[config.mk]
export PLATFORM = sky130hd
export DESIGN_NAME = bus_gate_reg
export DESIGN_NICKNAME = d
export VERILOG_FILES = /design/src/rtl/bus_gate_reg_pkg.sv /design/src/rtl/bus_gate_reg_onehot_classify.sv /design/src/rtl/bus_gate_reg.sv
export SDC_FILE = /design/constraint.sdc
export NUM_CORES = 1
export LEC_CHECK = 0
export CORE_UTILIZATION = 40
export CTS_CLUSTER_SIZE = 14
export DETAILED_ROUTE_END_ITERATION = 6
export HOLD_SLACK_MARGIN = 0.03
export PLACE_DENSITY = 0.84
export SYNTH_ARGS = -nofsm -noshare
export SYNTH_HDL_FRONTEND = slang
export SYNTH_SLANG_ARGS = --single-unit
[constraint.sdc]
create_clock -name clk -period 3.39 [get_ports clk]
set_input_delay 0.5085 -clock clk [delete_from_list [all_inputs] [get_ports clk]]
set_output_delay 0.5085 -clock clk [all_outputs]
set_load 0.02 [all_outputs]
[src/rtl/bus_gate_reg_pkg.sv]
// bus_gate_reg_pkg: shared types, constants and helpers for the registered
// multi-source bus gate.
//   sel_w()      - index width for an NCH-way selector (clog2, minimum 1)
//   bus_class_e  - per-cycle classification of the enable vector
//   CNT_MAX      - saturation value of the conflict counter at the default width
package bus_gate_reg_pkg;

    localparam int CNTW_DEF = 8;
    localparam int CNT_MAX  = (1 << CNTW_DEF) - 1;

    typedef enum logic [1:0] {
        BUS_NONE  = 2'd0,
        BUS_ONE   = 2'd1,
        BUS_MULTI = 2'd2
    } bus_class_e;

    // clog2 with a floor of 1 so a select port never collapses to zero bits
    function automatic int sel_w(input int n);
        int w;
        w = 1;
        while ((1 << w) < n) w = w + 1;
        return w;
    endfunction

endpackage

[src/rtl/bus_gate_reg_onehot_classify.sv]
// onehot_classify: purely combinational classifier for the source enables.
//   en   in  NCH   per-channel enables
//   cls  out       BUS_NONE / BUS_ONE / BUS_MULTI
//   idx  out SELW  index of the set bit; meaningful only when cls == BUS_ONE
module onehot_classify
    import bus_gate_reg_pkg::*;
#(
    parameter int NCH  = 4,
    parameter int SELW = 2
) (
    input  logic [NCH-1:0]  en,
    output bus_class_e      cls,
    output logic [SELW-1:0] idx
);

    int ones;

    always_comb begin
        ones = 0;
        idx  = '0;
        for (int i = 0; i < NCH; i++) begin
            if (en[i]) begin
                ones = ones + 1;
                idx  = SELW'(i);
            end
        end
        if (ones == 0)      cls = BUS_NONE;
        else if (ones == 1) cls = BUS_ONE;
        else                cls = BUS_MULTI;
    end

endmodule

[src/rtl/bus_gate_reg.sv]
// bus_gate_reg: registered bus driver for NCH enable-gated sources.
// Each source is ANDed with its enable, the gated values are ORed together and
// the result is registered (1-cycle latency). Cycles with more than one enable
// are flagged in a sticky conflict bit and a saturating counter.
//   clk, reset    clock, synchronous active-high reset
//   src_data      packed sources, channel i at [i*WIDTH +: WIDTH]
//   src_en        per-channel enables
//   conflict_clr  clears conflict / conflict_cnt (a same-cycle conflict wins)
//   bus_out       registered bus value
//   bus_valid     previous cycle had exactly one enabled source
//   bus_sel       index of that source
//   conflict      sticky multi-enable flag
//   conflict_cnt  saturating multi-enable count
module bus_gate_reg
    import bus_gate_reg_pkg::*;
#(
    parameter int WIDTH = 16,
    parameter int NCH   = 4,
    parameter int HOLD  = 1,
    parameter int CNTW  = 8,
    localparam int SELW = sel_w(NCH)
) (
    input  logic                 clk,
    input  logic                 reset,
    input  logic [NCH*WIDTH-1:0] src_data,
    input  logic [NCH-1:0]       src_en,
    input  logic                 conflict_clr,
    output logic [WIDTH-1:0]     bus_out,
    output logic                 bus_valid,
    output logic [SELW-1:0]      bus_sel,
    output logic                 conflict,
    output logic [CNTW-1:0]      conflict_cnt
);

    localparam logic [CNTW-1:0] CNT_SAT = '1;

    bus_class_e       cls;
    logic [SELW-1:0]  idx;
    logic [WIDTH-1:0] merged;

    onehot_classify #(.NCH(NCH), .SELW(SELW)) u_cls (
        .en  (src_en),
        .cls (cls),
        .idx (idx)
    );

    // AND-gate each source with its enable, then wired-OR them together
    always_comb begin
        merged = '0;
        for (int i = 0; i < NCH; i++)
            merged = merged | (src_data[i*WIDTH +: WIDTH] & {WIDTH{src_en[i]}});
    end

    always_ff @(posedge clk) begin
        if (reset) begin
            bus_out      <= '0;
            bus_valid    <= 1'b0;
            bus_sel      <= '0;
            conflict     <= 1'b0;
            conflict_cnt <= '0;
        end else begin
            case (cls)
                BUS_ONE: begin
                    bus_out   <= merged;
                    bus_valid <= 1'b1;
                    bus_sel   <= idx;
                end
                BUS_MULTI: begin
                    // collided image kept on the bus for debug, never marked valid
                    bus_out   <= merged;
                    bus_valid <= 1'b0;
                end
                default: begin
                    bus_valid <= 1'b0;
                    if (HOLD == 0) bus_out <= '0;
                end
            endcase

            if (cls == BUS_MULTI) begin
                conflict <= 1'b1;
                // a clear in the same cycle restarts the count at this event
                if (conflict_clr)                 conflict_cnt <= CNTW'(1);
                else if (conflict_cnt != CNT_SAT) conflict_cnt <= conflict_cnt + CNTW'(1);
            end else if (conflict_clr) begin
                conflict     <= 1'b0;
                conflict_cnt <= '0;
            end
        end
    end

endmodule

==> out/summary.txt <==
status -> finished clean
synthesis-stage register bit count -> 28
sequential share of the synthesized area -> 29.93%
CORE AREA -> 0.004414 sq mm
Final #Nets -> 396
critical path arrival -> 3090 ps
CP max-delay cell -> clkdlybuf4s50_1
vias per std cell -> 5.640
non-filler instance count after layout -> 372
Crit Path Max Fanout -> 26
Clock Path Buffers -> 2
Design Area, Final -> 0.002924 sq mm
Tot Pwr -> 0.9972 mW
max-cap viol count -> 0
leakage power -> 1.119 nW
Hold Path Class -> reg -> reg
ant diodes -> 0
sw frac -> 32.40%
sequential share of power -> 38.5%
flop2flop setup slack -> 1690 ps
Avg Cell Area, Syn -> 8.144 sq um
count leader, synth -> a22oi_1
reg2reg end -> conflict_cnt[1]$_SDFFE_PP0P_
remaining global-route overflow -> 0
WHS Path Cells -> 2
Netlist cell types -> 47
Final ANT Viol Nets -> 0
top cell type's share of synthesized area -> 29.93%
worst clock skew -> 1.839 ps
largest net degree at the start of global routing -> 33
Layout fillers -> 393
cells after synthesis -> 230
H-tree depth reported by CTS -> 1
CTS tree -> done
CTS Sinks -> 28
Hold Crit Start -> bus_out[8]$_SDFFE_PP0P_
vias -> 2098
Setup Viol. Count Final -> 0
FF-to-FF Start -> conflict_cnt[0]$_SDFFE_PP0P_
crit end category -> register
# IOs -> 99
maximum VDD drop -> 0.0002430 V
Syn Nets -> 305
total track usage -> 21.74%
Starting Density -> 42.43%
Pwr Density -> 341.0 mW/mm^2
Fin. Hold Viols -> 0
Placement Cell Area -> 0.002869 sq mm
Post-synth EDFFs -> 0
headroom to the max-slew limit -> 39.52%
minimum clock period after layout -> 2918 ps
Reg2Reg Depth -> 5
DRC viols -> 0
die height -> 70.43 um
Post-CTS Hold Fix Bufs -> 0
Reg clk slew, reported paths -> 90 ps
synthesized cell area -> 0.001873 sq mm
Die Span X -> 70.43 um
Synth warnings -> 0
half-perimeter wire length after placement -> 4245 um
Top FF cell, synth -> dfxtp_1
worst endpoint required time -> 3570 ps
Worst Hold Path EP -> bus_out[8]$_SDFFE_PP0P_
max frequency -> 342.7 MHz
ranking of synthesized cells by area -> dfxtp_1 30%, a22oi_1 13%, a311oi_1 7.5%
Die ar. -> 0.004960 sq mm
placed cell count -> 368
Area Overhead vs Synth -> 56.11%
vias in the first global route -> 1921
RSZ-0062 raised after global routing -> false
max-slew violations -> 0
power share of the combinational group -> 40.6%
Root Driver -> clkbuf_8
Cell Int Power -> 0.6741 mW
asr flop ratio synth -> 0%
final WL -> 5533 um
Post-CTS Setup Bufs -> 0
Yosys top cell by area -> dfxtp_1
Skew-Pair Late Insertion Delay -> 270 ps
Post-synth top cells -> 32 x a22oi_1, 28 x dfxtp_1, 25 x nand2_1
initial antenna violation count -> 0
Most common cell on crit path -> ha_1
total CTS buffers -> 3
critical path, cell by cell -> clkdlybuf4s50_1 > ha_1 > nor2b_1 > or2_2 > ha_1 > nand2b_1 > o31ai_4 > buf_4 > a21oi_1 > a311oi_1
share of post-route cells with drive strength above 1 -> 7.813%
PortBufs -> 98
Placement Rows -> 24
hold_ws -> 474.3 ps
Startpoint Class -> input pin
max incr delay on CP -> 450 ps
first-pass detailed-route iteration total -> 4
P_sw -> 0.3231 mW
Tightest Pin Transition -> 907.2 ps
Clock Power Share -> 20.9%
1st-iter DRT viols -> 134
TNS Setup -> 0 ps
post-DR wirelength/cell -> 14.87 um
Final Cycle Share -> 86.08%
post-cts resize count -> 0
Crit Path Class -> in -> reg
routability cong. -> 0.7891
global-route wire length before repair -> 8811 um
[power by group through the flow]
stage          Sequential [mW]  Clock, mW  Combinational (mW)
6_report                 0.384      0.209               0.405
5_1_grt                  0.388      0.223               0.437
4_1_cts                  0.384      0.208               0.405
3_5_place_dp             0.391          0               0.403
3_3_place_gp             0.389          0               0.395
2_1_floorplan            0.429          0               0.183
[worst max-delay path by stage]
| stage | end | startpoint | slack (ps) |
|---|---|---|---|
| after floorplan | bus_out[0]$_SDFFE_PP0P_ | src_en[1] | 580 |
| after global placement | bus_out[5]$_SDFFE_PP0P_ | src_en[0] | 330 |
| after detailed placement | bus_out[2]$_SDFFE_PP0P_ | src_en[0] | 200 |
| after CTS | bus_out[2]$_SDFFE_PP0P_ | src_en[0] | 460 |
| after global routing | bus_out[2]$_SDFFE_PP0P_ | src_en[0] | 300 |
| final | bus_out[2]$_SDFFE_PP0P_ | src_en[0] | 470 |
[cell usage in the layout (no fill, tap or decap), types with 2 or more instances in the layout]
cell type / instances
dfxtp_1: 28
buf_4: 8
nor3_1: 2
clkbuf_8: 4
o2111a_1: 2
nand2_1: 25
o21ai_0: 2
nor2b_1: 2
o32ai_1: 2
mux2i_1: 4
or3_1: 3
a22oi_1: 32
a311oi_1: 16
nor2_1: 6
and3_1: 2
nand3_1: 3
or2_2: 2
a211oi_1: 5
clkdlybuf4s50_1: 98
xor2_1: 2
inv_1: 22
nor3b_2: 2
a21oi_1: 21
a31oi_1: 2
ha_1: 4
nand2b_1: 2
[layout make-up]
type	instances	area [sq um]	area share (%)
sequential	28	560.5	19.17
tap	52	65.06	2.225
inverter	23	86.33	2.953
multi-input combinational	159	1116	38.17
clock buffer	4	55.05	1.883
timing repair buffer	106	1041	35.60
[through the flow]
stage | util [%] | setup slack [ps]
after floorplan | - | 578.0
after global placement | 64.99 | 329.0
after detailed placement | 64.99 | 198.6
after CTS | 66.24 | 456.4
after global routing | 66.24 | 303.4
final | 66.24 | 471.7
[sequential cells by signal, indices dropped and copies added (netlist names)]
name and cells:
bus_out 16, conflict_cnt 8, bus_sel 2, bus_valid 1
conflict 1
[critical path: cells and delay by family]
family,cells,cell delay [ps]
buffers and inverters,2,780
AND/OR/NAND/NOR,3,650
AO/OA/AOI/OAI,3,630
adder cells (fa/ha/maj),2,520
[per-layer routing]
layer	part of all wire, %	track usage, %	wire length, um	vias to the layer above
li1	-	-	-	1046
met1	46	30.18	2527	973
met2	49	35.98	2723	71
met3	3.7	1.876	205	8
met4	1.4	5.556	76	0
met5	0	0	0	-
[kinds of logic (layout without fill, tap and decap cells)]
family / count (synthesis) / after routing / synth area share (%)
AOI/OAI and AO/OA: 91 / 91 / 36.27
xor gates and xnor gates: 3 / 3 / 1.804
adders and majority gates: 4 / 4 / 2.672
buffers and inverters: 43 / 133 / 10.95
DFF: 28 / 28 / 29.93
muxes: 4 / 4 / 2.138
and+or+nand+nor: 57 / 57 / 16.23
Power figures use the tool's default switching activity.
